<file path="src/rtl/lfsr_decrypt_engine.sv">
// -----------------------------------------------------------------------------
// lfsr_decrypt_engine
//
// Purpose:
//   Recovers a message that was XOR-encrypted with an LFSR key stream.  The
//   engine reads a ciphertext block from SRC_BASE and finds which candidate
//   tap pattern produced it. Any candidate is tested against the known all-zero
//   preamble (key == ciphertext there).  It then decrypts the rest of the block,
//   drops the leading zero plaintext bytes and writes the remaining bytes to
//   DST_BASE.  The destination block is then padded with zeros up to MSG_LEN
//   bytes.
//
// Ports:
//   Clk       in   clock, everything on the rising edge
//   Reset     in   synchronous active-high reset
//   Start     in   high holds the engine idle; a run launches when it falls
//   Ack       out  run complete (held until the next run launches)
//   rd_addr   out  memory read address (data returns one cycle later)
//   rd_data   in   read data, MSB is the parity bit
//   wr_en     out  write strobe, one byte per cycle
//   wr_addr   out  write address
//   wr_data   out  write data
//   ptrn_idx  out  index of the tap pattern that validated
//   no_match  out  no tap pattern validated
//
// Configuration macro:
//   PARITY_CHECK_EN  when defined, a source byte with bad parity is written
//                    as 8'h80 instead of its plaintext.
// -----------------------------------------------------------------------------
module lfsr_decrypt_engine #(
  parameter int LFSR_W    = 7,
  parameter int NUM_PTRN  = 9,
  parameter logic [NUM_PTRN*LFSR_W-1:0] PTRN_TABLE =
    {7'h60, 7'h48, 7'h78, 7'h72, 7'h6A, 7'h69, 7'h5C, 7'h7E, 7'h7B},
  parameter int MSG_LEN   = 64,
  parameter int SRC_BASE  = 64,
  parameter int DST_BASE  = 0,
  parameter int CHECK_LEN = 8
) (
  input  logic              Clk,
  input  logic              Reset,
  input  logic              Start,
  output logic              Ack,
  output logic [7:0]        rd_addr,
  input  logic [LFSR_W:0]   rd_data,
  output logic              wr_en,
  output logic [7:0]        wr_addr,
  output logic [LFSR_W:0]   wr_data,
  output logic [3:0]        ptrn_idx,
  output logic              no_match
);

`ifdef PARITY_CHECK_EN
  localparam logic PARITY_EN = 1'b1;
`else
  localparam logic PARITY_EN = 1'b0;
`endif

  localparam logic [7:0] SRC_BASE_B = 8'(SRC_BASE);
  localparam logic [7:0] DST_BASE_B = 8'(DST_BASE);
  localparam logic [7:0] MSG_LEN_B  = 8'(MSG_LEN);
  localparam logic [7:0] LAST_IDX   = 8'(MSG_LEN - 1);
  localparam logic [7:0] CHECK_LAST = 8'(CHECK_LEN - 1);
  localparam logic [3:0] LAST_PTRN  = 4'(NUM_PTRN - 1);

  typedef enum logic [2:0] {
    IDLE   = 3'd0,
    SEARCH = 3'd1,
    SKIP   = 3'd2,
    EMIT   = 3'd3,
    FILL   = 3'd4,
    DONE   = 3'd5
  } state_t;

  // One LFSR advance: shift left, feed back the parity of the tapped bits.
  function automatic logic [LFSR_W-1:0] lfsr_step(input logic [LFSR_W-1:0] s,
                                                   input logic [LFSR_W-1:0] tap);
    return {s[LFSR_W-2:0], ^(s & tap)};
  endfunction

  // Tap pattern p; entry 0 sits in the most significant slot of the table.
  function automatic logic [LFSR_W-1:0] tap_of(input logic [3:0] p);
    return PTRN_TABLE[(NUM_PTRN - 1 - int'(p)) * LFSR_W +: LFSR_W];
  endfunction

  // High when the stored parity bit disagrees with the data bits.
  function automatic logic parity_err(input logic [LFSR_W:0] b);
    return b[LFSR_W] ^ (^b[LFSR_W-1:0]);
  endfunction

  state_t              state_r;
  logic                start_d_r;
  logic                live_r;      // rd_addr holds a read whose data is wanted
  logic [7:0]          rd_idx_r;    // source index currently on rd_addr
  logic                tag_vld_r;   // rd_data this cycle belongs to the stream
  logic [7:0]          tag_idx_r;   // source index of rd_data this cycle
  logic [3:0]          ptrn_r;
  logic [LFSR_W-1:0]   init_r;
  logic [LFSR_W-1:0]   key_r;       // key for the byte on rd_data
  logic [7:0]          out_n_r;     // destination offset of the next write

  logic [3:0]          next_ptrn_s;
  logic [LFSR_W-1:0]   cur_tap_s;
  logic [LFSR_W-1:0]   next_tap_s;
  logic [LFSR_W-1:0]   data_s;
  logic [LFSR_W:0]     plain_s;
  logic                flag_s;
  logic [LFSR_W:0]     out_byte_s;
  logic                last_s;

  // Decode of the current read byte: plaintext, parity flag and output byte.
  always_comb begin
    if (ptrn_r == LAST_PTRN) begin
      next_ptrn_s = 4'd0;
    end else begin
      next_ptrn_s = ptrn_r + 4'd1;
    end
    cur_tap_s  = tap_of(ptrn_r);
    next_tap_s = tap_of(next_ptrn_s);
    data_s     = rd_data[LFSR_W-1:0];
    plain_s    = {1'b0, data_s ^ key_r};
    flag_s     = PARITY_EN & parity_err(rd_data);
    if (flag_s) begin
      out_byte_s = {1'b1, {LFSR_W{1'b0}}};
    end else begin
      out_byte_s = plain_s;
    end
    last_s = (tag_idx_r == LAST_IDX);
  end

  // Control FSM, read pipeline and all registered outputs.
  always_ff @(posedge Clk) begin
    if (Reset) begin
      state_r   <= IDLE;
      Ack       <= 1'b0;
      wr_en     <= 1'b0;
      rd_addr   <= SRC_BASE_B;
      wr_addr   <= DST_BASE_B;
      wr_data   <= {(LFSR_W+1){1'b0}};
      ptrn_idx  <= 4'd0;
      no_match  <= 1'b0;
      start_d_r <= 1'b0;
      live_r    <= 1'b0;
      rd_idx_r  <= 8'd0;
      tag_vld_r <= 1'b0;
      tag_idx_r <= 8'd0;
      ptrn_r    <= 4'd0;
      init_r    <= {LFSR_W{1'b0}};
      key_r     <= {LFSR_W{1'b0}};
      out_n_r   <= 8'd0;
    end else begin
      start_d_r <= Start;
      wr_en     <= 1'b0;

      // Free-running read stream; rd_data lags rd_addr by one cycle, so the
      // tag registers move in step with the memory's output register.
      tag_vld_r <= live_r && (rd_idx_r < MSG_LEN_B);
      tag_idx_r <= rd_idx_r;
      if (live_r && (rd_idx_r < MSG_LEN_B)) begin
        rd_idx_r <= rd_idx_r + 8'd1;
        if (rd_idx_r < LAST_IDX) begin
          rd_addr <= rd_addr + 8'd1;
        end
      end

      case (state_r)
        IDLE: begin
          if (start_d_r && !Start) begin
            state_r   <= SEARCH;
            Ack       <= 1'b0;
            ptrn_idx  <= 4'd0;
            no_match  <= 1'b0;
            ptrn_r    <= 4'd0;
            out_n_r   <= 8'd0;
            live_r    <= 1'b1;
            rd_idx_r  <= 8'd0;
            rd_addr   <= SRC_BASE_B;
            tag_vld_r <= 1'b0;
          end
        end

        SEARCH: begin
          if (tag_vld_r) begin
            if (tag_idx_r == 8'd0) begin
              init_r <= data_s;
              key_r  <= lfsr_step(data_s, cur_tap_s);
            end else if (data_s == key_r) begin
              key_r <= lfsr_step(key_r, cur_tap_s);
              if (tag_idx_r == CHECK_LAST) begin
                ptrn_idx <= ptrn_r;
                state_r  <= SKIP;
              end
            end else if (ptrn_r == LAST_PTRN) begin
              no_match  <= 1'b1;
              live_r    <= 1'b0;
              tag_vld_r <= 1'b0;
              state_r   <= DONE;
            end else begin
              // Rewind to byte 1 for the next pattern and drop the read that
              // is already in flight.
              ptrn_r    <= next_ptrn_s;
              key_r     <= lfsr_step(init_r, next_tap_s);
              rd_idx_r  <= 8'd1;
              rd_addr   <= SRC_BASE_B + 8'd1;
              tag_vld_r <= 1'b0;
            end
          end
        end

        SKIP: begin
          if (tag_vld_r) begin
            key_r <= lfsr_step(key_r, cur_tap_s);
            if (out_byte_s != {(LFSR_W+1){1'b0}}) begin
              wr_en   <= 1'b1;
              wr_addr <= DST_BASE_B + out_n_r;
              wr_data <= out_byte_s;
              out_n_r <= out_n_r + 8'd1;
              state_r <= last_s ? FILL : EMIT;
            end else if (last_s) begin
              state_r <= FILL;
            end
            if (last_s) begin
              live_r <= 1'b0;
            end
          end
        end

        EMIT: begin
          if (tag_vld_r) begin
            key_r   <= lfsr_step(key_r, cur_tap_s);
            wr_en   <= 1'b1;
            wr_addr <= DST_BASE_B + out_n_r;
            wr_data <= out_byte_s;
            out_n_r <= out_n_r + 8'd1;
            if (last_s) begin
              live_r  <= 1'b0;
              state_r <= FILL;
            end
          end
        end

        FILL: begin
          if (out_n_r < MSG_LEN_B) begin
            wr_en   <= 1'b1;
            wr_addr <= DST_BASE_B + out_n_r;
            wr_data <= {(LFSR_W+1){1'b0}};
            out_n_r <= out_n_r + 8'd1;
            if (out_n_r == LAST_IDX) begin
              state_r <= DONE;
            end
          end else begin
            state_r <= DONE;
          end
        end

        DONE: begin
          Ack    <= 1'b1;
          live_r <= 1'b0;
          if (!start_d_r && Start) begin
            state_r <= IDLE;
          end
        end

        default: begin
          state_r <= IDLE;
          live_r  <= 1'b0;
        end
      endcase
    end
  end

endmodule

</file>
<file path="config.mk">
export PLATFORM = sky130hd
export DESIGN_NAME = lfsr_decrypt_engine
export DESIGN_NICKNAME = d
export VERILOG_FILES = /design/src/rtl/lfsr_decrypt_engine.sv
export SDC_FILE = /design/constraint.sdc
export NUM_CORES = 1
export LEC_CHECK = 0
export CAP_MARGIN = 20
export CORE_MARGIN = 2
export CORE_UTILIZATION = 62
export CTS_BUF_LIST = sky130_fd_sc_hd__clkbuf_16
export DETAILED_ROUTE_END_ITERATION = 10
export GPL_TIMING_DRIVEN = 0
export PLACE_DENSITY_LB_ADDON = 0.12
export SYNTH_ARGS = -nofsm -noshare
export SYNTH_HDL_FRONTEND = slang
export SYNTH_SLANG_ARGS = --single-unit
</file>
<file path="constraint.sdc">
create_clock -name Clk -period 7.92 [get_ports Clk]
set_input_delay 1.188 -clock Clk [delete_from_list [all_inputs] [get_ports Clk]]
set_output_delay 1.188 -clock Clk [all_outputs]
set_load 0.005 [all_outputs]
</file>
==> impl_metrics.xml, run 1 <==
<?xml version="1.0" encoding="UTF-8"?>
<metrics>
  <group name="synth">
    <metric name="synth_fp_nets" unit="">1044</metric>
    <metric name="synthesis.instances" unit="">1001</metric>
    <metric name="synth_cell_types" unit="">89</metric>
    <metric name="count_of_flip_flops_with_a_built_in_enable_after_synthesis" unit="">0</metric>
    <metric name="dominantRegCellSynth" unit="">dfxtp_1</metric>
    <metric name="yosys_warnings" unit="">0</metric>
    <metric name="post_synth_instance_area" unit="µm²">7310</metric>
    <metric name="postSynthRegisterBits" unit="">78</metric>
    <metric name="syn-mean-instance-area" unit="µm²">7.30</metric>
    <metric name="synth-seq-area-share" unit="">0.214</metric>
    <metric name="asyncSetResetFlopFracSynth" unit="">0</metric>
  </group>
  <group name="cts">
    <metric name="cts_resized" unit="">0</metric>
    <metric name="cts_tree" unit="">yes</metric>
    <metric name="tritoncts.num_buffers" unit="">9</metric>
    <metric name="post_cts_buffers" unit="">0</metric>
    <metric name="ctsRootBufferMaster" unit="">clkbuf_16</metric>
    <metric name="clock_sink_count" unit="">78</metric>
    <metric name="clock_tree.htree_level_count" unit="">3</metric>
    <metric name="cts_hold_buf" unit="">0</metric>
    <metric name="worstSkewPairLatency" unit="ns">0.34</metric>
    <metric name="ctsLongestPathBuffers" unit="">2</metric>
    <metric name="clk_pin_slew" unit="ns">0.06</metric>
  </group>
  <group name="placement">
    <metric name="place.gp.congestion" unit="">1.03</metric>
    <metric name="hpwlAfterDp" unit="mm">18.2</metric>
    <metric name="port_buffers" unit="">38</metric>
  </group>
  <group name="timing">
    <metric name="timing.final.crit_period" unit="ns">7.68</metric>
    <metric name="finalHoldViolCount" unit="">0</metric>
    <metric name="maxClockFrequency" unit="GHz">0.130</metric>
    <metric name="setup_repair_after_global_routing_missed_its_margin" unit="">no</metric>
    <metric name="max-slew-margin-rel" unit="">0.232</metric>
    <metric name="post-route-period-util" unit="">0.970</metric>
    <metric name="tightestPinTransition" unit="ns">1.14</metric>
    <metric name="total_of_endpoints_with_negative_setup_slack_in_the_final_report" unit="">0</metric>
    <metric name="setup_tns" unit="ns">0</metric>
    <metric name="final.setup_skew" unit="ns">0.00762</metric>
    <metric name="max_slew_vio_count" unit="">0</metric>
  </group>
  <group name="flow_run">
    <metric name="max_cap_violations" unit="">0</metric>
  </group>
  <group name="floorplanning">
    <metric name="cell_row_count" unit="">39</metric>
    <metric name="initial_utilization" unit="">0.637</metric>
    <metric name="die_w" unit="µm">113</metric>
    <metric name="chipHeight" unit="µm">113</metric>
    <metric name="ioPinCount" unit="">42</metric>
    <metric name="coreArea" unit="µm²">11500</metric>
    <metric name="dieArea" unit="µm²">12700</metric>
  </group>
  <group name="finish">
    <metric name="layout-area-overhead-vs-synth" unit="%">11.8</metric>
    <metric name="antenna_cells" unit="">0</metric>
    <metric name="final_common_cell" unit="">nor2_1</metric>
    <metric name="post_route_cells_drive_above_1_share" unit="">0.0597</metric>
    <metric name="finalNetCount" unit="">1093</metric>
    <metric name="final_cell_mix" unit="">nor2_1, nand2_1, dfxtp_1</metric>
  </group>
  <group name="drt">
    <metric name="detailedRoute.firstPassIterationCount" unit="">6</metric>
    <metric name="drc_errors" unit="">0</metric>
    <metric name="vias" unit="">8429</metric>
    <metric name="detail_route.wl_per_cell" unit="µm">21.7</metric>
    <metric name="drt-vias-per-instance" unit="">7.04</metric>
    <metric name="detailedRoute.firstIterationViolations" unit="">1448</metric>
    <metric name="antenna_left" unit="">0</metric>
    <metric name="drt-total-wl" unit="mm">25.9</metric>
  </group>
  <group name="grt">
    <metric name="met3_routing_resource_usage_after_global_routing" unit="">0.0686</metric>
    <metric name="busiest_layer" unit="">met2</metric>
    <metric name="globalRoute.totalOverflow" unit="">0</metric>
    <metric name="gr-usage-all-layers" unit="">0.407</metric>
    <metric name="wire_length_of_the_first_global_routing_pass" unit="mm">42.0</metric>
    <metric name="met2_track_usage_gr" unit="">0.660</metric>
    <metric name="antenna_found_initial" unit="">0</metric>
    <metric name="use_met1" unit="">0.532</metric>
    <metric name="vias_in_the_first_global_route" unit="">7985</metric>
    <metric name="grt_start_max_net_pins" unit="">14</metric>
  </group>
  <group name="pwr">
    <metric name="sw_ratio" unit="">0.302</metric>
    <metric name="power_frac_comb" unit="">0.204</metric>
    <metric name="cellLeakagePower" unit="nW">3.23</metric>
    <metric name="powerDensity" unit="nW/µm²">126</metric>
    <metric name="total_power" unit="mW">1.03</metric>
    <metric name="clock_power_share" unit="">0.390</metric>
    <metric name="pwr-share-seq" unit="">0.405</metric>
    <metric name="irDropWorstVdd" unit="V">0.000218</metric>
    <metric name="intPower" unit="mW">0.721</metric>
    <metric name="net_switching_power_of_the_design" unit="mW">0.312</metric>
  </group>
  <group name="hold_path">
    <metric name="hold_path_origin" unit="">rd_idx_r[7]</metric>
    <metric name="hold-path-cell-count" unit="">2</metric>
    <metric name="worst_hold_path_type" unit="">flip-flop to flip-flop</metric>
  </group>
  <group name="outcome">
    <metric name="result_of_the_run" unit="">completed</metric>
  </group>
  <group name="worst_setup_path">
    <metric name="worst-setup-path-type" unit="">flip-flop to flip-flop</metric>
    <metric name="worst_setup_path_startpoint" unit="">ptrn_r[0]</metric>
    <metric name="ff2ff_path_depth" unit="">24</metric>
    <metric name="critical_path.reg2reg.startpoint" unit="">ptrn_r[0]</metric>
    <metric name="critPathArrivalTime" unit="ns">7.88</metric>
    <metric name="cp-start-kind" unit="">flip-flop</metric>
    <metric name="critPathRequiredTime" unit="ns">8.12</metric>
    <metric name="timing.critical_path.to_type" unit="">flip-flop</metric>
    <metric name="worst-path-max-fanout" unit="">10</metric>
  </group>
</metrics>
==> worst max-delay path: stages (launching register included) <==
cell       delay [ns]
dfxtp_1          0.38
buf_2            0.24
inv_1            0.24
ha_1             0.42
a21oi_2          0.16
a21oi_2          0.53
clkbuf_1         0.49
clkbuf_1         0.51
a21boi_0         0.37
inv_1            0.14
fa_1             0.42
inv_1            0.08
ha_1             0.32
nor2b_1          0.17
o21ai_0          0.26
nor3b_1          0.40
a211oi_1         0.12
o32ai_1          0.46
o311ai_0         0.21
a2111oi_1        0.46
a21oi_1          0.14
xnor3_1          0.41
or2_1            0.22
mux2i_1          0.25
o32ai_2          0.11
==> per-stage QoR <==
step                      hold WS [ns]  instances  area (µm²)  worst slack [ns]  utilization
after global placement           0.445       1182        7870             0.164        0.686
after global routing             0.494       1198        8170          0.000235        0.713
final                            0.471       1198        8170             0.235        0.713
after CTS                        0.473       1198        8160            0.0697        0.711
after floorplan                  0.426       1001        7310              1.67            -
after detailed placement         0.453       1182        7870             0.119        0.686
==> kinds of logic (layout without fill, tap and decap cells) <==
group	after synthesis	after routing	synth area share
AND/OR/NAND/NOR	389	389	0.248
multiplexers	34	34	0.0485
other	1	1	0.000513
flip-flops	78	78	0.214
XOR/XNOR	63	63	0.0901
AO/OA/AOI/OAI	290	290	0.277
buffers and inverters	114	168	0.0627
adder cells (fa/ha/maj)	32	32	0.0599
==> power by group through the flow <==
stage | registers [mW] | logic, mW | clock network (mW)
detailed placement | 0.426 | 0.193 | 0
global placement | 0.425 | 0.190 | 0
finish | 0.419 | 0.211 | 0.403
global route | 0.420 | 0.224 | 0.418
floorplan | 0.423 | 0.136 | 0
CTS | 0.418 | 0.202 | 0.401
==> routing by layer <==
layer  routed length (µm)  vias to the layer above  share of wire
li1                     -                     3729              -
met5                    0                        -              0
met2                11800                      672           0.45
met3                 2990                      138           0.12
met1                 9920                     3890           0.38
met4                 1250                        0          0.048
==> sequential cells by signal, summed over array words and instances (netlist names), 3 cells and up <==
| name | cells |
|---|---|
| tag_idx_r | 8 |
| wr_addr | 8 |
| rd_idx_r | 8 |
| init_r | 7 |
| state_r | 3 |
| wr_data | 7 |
| rd_addr | 8 |
| ptrn_r | 4 |
| key_r | 7 |
| ptrn_idx | 4 |
| out_n_r | 8 |
==> cells in the mapped netlist, drive strengths merged (9+ instances only) <==
cell	n	area (µm²)
a2111oi	10	144
a211oi	19	153
a21o	9	75.1
a21oi	68	348
a22oi	13	97.6
a31oi	21	131
and3	9	56.3
buf	18	97.6
clkbuf	47	176
dfxtp	78	1560
ha	27	338
inv	48	180
mux2i	29	294
nand2	89	334
nand2b	10	62.6
nand3	36	180
nand4	12	75.1
nor2	147	552
nor2b	14	87.6
nor3	35	180
nor4	9	83.8
o21ai	55	275
o22ai	13	81.3
o31ai	10	75.1
xnor2	34	313
xor2	23	209
==> final timing paths <==
check,endpoint,slack [ns]
max,key_r[0],0.24
min reg2reg,tag_idx_r[7],0.47
min,tag_idx_r[7],0.47
max reg2reg,key_r[0],0.24
==> cell type report <==
cell class	count	area (µm²)
Buffer	65	278
Clock buffer	9	225
Clock inverter	7	63.8
Fill cell	856	3300
Inverter	49	188
Multi-Input combinational cell	809	5300
Sequential cell	78	1560
Tap cell	143	179
Timing Repair Buffer	38	380
No activity file was read; power rests on OpenSTA's default activity.
==> inputs of run 2 (changes only) <==
- CELL_PAD_IN_SITES_DETAIL_PLACEMENT: unset -> 2
- CELL_PAD_IN_SITES_GLOBAL_PLACEMENT: unset -> 2
- CORE_UTILIZATION: 62 -> 36
- SKIP_LAST_GASP: unset -> 1
==> run 2 against run 1 <==
Fmax grew 2.5%; critical path depth is 2 higher; setup slack better by 0.19 ns; flip-flop and latch count unchanged; cell area is 2.8% higher; power up 1.5%; routed wire length grew 18%.
==> impl_metrics.xml, run 2 (same netlist as run 1, synthesis figures left out) <==
<?xml version="1.0" encoding="UTF-8"?>
<metrics>
  <group name="cts">
    <metric name="ctsLongestPathBuffers" unit="">2</metric>
    <metric name="cts_tree" unit="">yes</metric>
    <metric name="clock_tree.htree_level_count" unit="">3</metric>
    <metric name="worstSkewPairLatency" unit="ns">0.34</metric>
    <metric name="clock_sink_count" unit="">78</metric>
    <metric name="ctsRootBufferMaster" unit="">clkbuf_16</metric>
    <metric name="clk_pin_slew" unit="ns">0.06</metric>
    <metric name="tritoncts.num_buffers" unit="">9</metric>
  </group>
  <group name="grt">
    <metric name="globalRoute.totalOverflow" unit="">0</metric>
    <metric name="busiest_layer" unit="">met2</metric>
    <metric name="met3_routing_resource_usage_after_global_routing" unit="">0.0269</metric>
    <metric name="use_met1" unit="">0.374</metric>
    <metric name="gr-usage-all-layers" unit="">0.285</metric>
    <metric name="grt_start_max_net_pins" unit="">15</metric>
    <metric name="met2_track_usage_gr" unit="">0.500</metric>
    <metric name="wire_length_of_the_first_global_routing_pass" unit="mm">48.6</metric>
    <metric name="vias_in_the_first_global_route" unit="">8469</metric>
    <metric name="antenna_found_initial" unit="">0</metric>
  </group>
  <group name="pwr">
    <metric name="net_switching_power_of_the_design" unit="mW">0.324</metric>
    <metric name="total_power" unit="mW">1.05</metric>
    <metric name="powerDensity" unit="nW/µm²">125</metric>
    <metric name="cellLeakagePower" unit="nW">3.23</metric>
    <metric name="sw_ratio" unit="">0.309</metric>
    <metric name="irDropWorstVdd" unit="V">0.000157</metric>
    <metric name="clock_power_share" unit="">0.399</metric>
    <metric name="intPower" unit="mW">0.724</metric>
    <metric name="pwr-share-seq" unit="">0.399</metric>
    <metric name="power_frac_comb" unit="">0.203</metric>
  </group>
  <group name="timing">
    <metric name="max-slew-margin-rel" unit="">0.315</metric>
    <metric name="maxClockFrequency" unit="GHz">0.133</metric>
    <metric name="setup_tns" unit="ns">0</metric>
    <metric name="final.setup_skew" unit="ns">0.0107</metric>
    <metric name="post-route-period-util" unit="">0.946</metric>
    <metric name="max_slew_vio_count" unit="">0</metric>
    <metric name="setup_repair_after_global_routing_missed_its_margin" unit="">no</metric>
    <metric name="timing.final.crit_period" unit="ns">7.49</metric>
    <metric name="total_of_endpoints_with_negative_setup_slack_in_the_final_report" unit="">0</metric>
    <metric name="finalHoldViolCount" unit="">0</metric>
    <metric name="hold-worst-slack" unit="ns">0.480</metric>
    <metric name="tightestPinTransition" unit="ns">1.00</metric>
  </group>
  <group name="floorplanning">
    <metric name="coreArea" unit="µm²">20100</metric>
    <metric name="die_w" unit="µm">146</metric>
    <metric name="cell_row_count" unit="">52</metric>
    <metric name="initial_utilization" unit="">0.363</metric>
    <metric name="dieArea" unit="µm²">21500</metric>
    <metric name="chipHeight" unit="µm">146</metric>
    <metric name="ioPinCount" unit="">42</metric>
  </group>
  <group name="drt">
    <metric name="drt-total-wl" unit="mm">30.5</metric>
    <metric name="drt-vias-per-instance" unit="">6.03</metric>
    <metric name="detailedRoute.firstIterationViolations" unit="">455</metric>
    <metric name="antenna_left" unit="">0</metric>
    <metric name="drc_errors" unit="">0</metric>
    <metric name="vias" unit="">7984</metric>
    <metric name="detail_route.wl_per_cell" unit="µm">23.0</metric>
    <metric name="detailedRoute.firstPassIterationCount" unit="">5</metric>
  </group>
  <group name="finish">
    <metric name="final_design_instance_area_without_fill" unit="µm²">8400</metric>
    <metric name="final_cell_mix" unit="">nor2_1, nand2_1, dfxtp_1</metric>
    <metric name="final_common_cell" unit="">nor2_1</metric>
    <metric name="filler_instances" unit="">2359</metric>
    <metric name="finalNetCount" unit="">1094</metric>
    <metric name="antenna_cells" unit="">0</metric>
    <metric name="layout-area-overhead-vs-synth" unit="%">15.0</metric>
    <metric name="post_route_cells_drive_above_1_share" unit="">0.0711</metric>
  </group>
  <group name="hold_path">
    <metric name="hold_path_origin" unit="">no_match</metric>
    <metric name="min_to" unit="">no_match</metric>
    <metric name="hold-path-cell-count" unit="">2</metric>
    <metric name="worst_hold_path_type" unit="">flip-flop to flip-flop</metric>
  </group>
  <group name="worst_setup_path">
    <metric name="timing.critical_path.to_type" unit="">flip-flop</metric>
    <metric name="ff2ff_path_depth" unit="">26</metric>
    <metric name="reg2reg_setup_slack" unit="ns">0.43</metric>
    <metric name="critical_path.reg2reg.startpoint" unit="">ptrn_r[0]</metric>
    <metric name="worst-setup-path-type" unit="">flip-flop to flip-flop</metric>
    <metric name="critPathRequiredTime" unit="ns">8.12</metric>
    <metric name="critPathArrivalTime" unit="ns">7.69</metric>
    <metric name="cp-start-kind" unit="">flip-flop</metric>
    <metric name="worst-path-max-fanout" unit="">11</metric>
    <metric name="critical_register_to_register_path_endpoint" unit="">key_r[0]</metric>
  </group>
  <group name="flow_run">
    <metric name="max_cap_violations" unit="">0</metric>
  </group>
  <group name="placement">
    <metric name="placed_area" unit="µm²">8030</metric>
    <metric name="hpwlAfterDp" unit="mm">23.1</metric>
    <metric name="place.gp.congestion" unit="">0.915</metric>
    <metric name="port_buffers" unit="">38</metric>
  </group>
  <group name="outcome">
    <metric name="result_of_the_run" unit="">completed</metric>
  </group>
</metrics>
[run 2: cell type report]
class	instances	area, µm²	area share
timing repair buffer	39	388	0.0462
tap	270	338	0.0402
clock buffer	9	225	0.0268
inverter	49	188	0.0223
clock inverter	6	71.3	0.00849
multi-input combinational	809	5350	0.636
buffer	65	284	0.0338
sequential	78	1560	0.186
[run 2: per-layer routing]
| metal | share of wire | wire length (µm) |
|---|---|---|
| met1 | 0.45 | 13600 |
| met2 | 0.49 | 14900 |
| met3 | 0.044 | 1340 |
| met4 | 0.022 | 668 |
| met5 | 0 | 0 |
[run 2: how the worst max path moves through the flow]
stage	start	end
after floorplan	ptrn_r[0]	key_r[0]
after global placement	ptrn_r[0]	key_r[0]
after detailed placement	ptrn_r[0]	key_r[0]
after CTS	ptrn_r[0]	key_r[0]
after global routing	ptrn_r[0]	key_r[0]
final	ptrn_r[0]	key_r[0]
[run 2: per-stage QoR]
| step | util | worst slack, ns | std cells |
|---|---|---|---|
| detailed placement | 0.399 | -0.258 | 1309 |
| CTS | 0.414 | 0.0785 | 1324 |
| finish | 0.418 | 0.426 | 1325 |
| floorplan | - | 1.67 | 1001 |
| global route | 0.418 | 0.0540 | 1325 |
| global placement | 0.399 | -0.214 | 1309 |
[run 2: power groups by stage]
| stage | clock [mW] | combinational [mW] | sequential [mW] |
|---|---|---|---|
| after detailed placement | 0 | 0.207 | 0.426 |
| after global placement | 0 | 0.203 | 0.426 |
| after floorplan | 0 | 0.136 | 0.423 |
| after CTS | 0.424 | 0.212 | 0.418 |
| after global routing | 0.439 | 0.235 | 0.420 |
| final | 0.418 | 0.212 | 0.418 |
[run 2: worst max-delay path, cell delays in order (launching register included)]
cell and delay [ns]:
dfxtp_1 0.37, clkbuf_4 0.24, inv_1 0.25, ha_1 0.43, and3b_1 0.37, nor2_1 0.09
inv_1 0.17, clkbuf_2 0.31, ha_1 0.27, inv_1 0.14, xnor2_1 0.45, ha_1 0.24
inv_1 0.06, fa_1 0.53, inv_1 0.04, ha_1 0.40, o21a_1 0.22, or2_2 0.29
o211ai_2 0.17, mux2_2 0.49, a22oi_1 0.23, o32ai_1 0.15, o31ai_1 0.30, xnor3_1 0.51
or2_1 0.24, mux2i_1 0.26, o32ai_2 0.11
[run 2: timing repair]
action,CTS,global route
setup endpoints to repair,1,1
hold buffers,0,0
buffers inserted,0,1
resized for setup,3,23
gates cloned,0,0
pin swaps,0,1
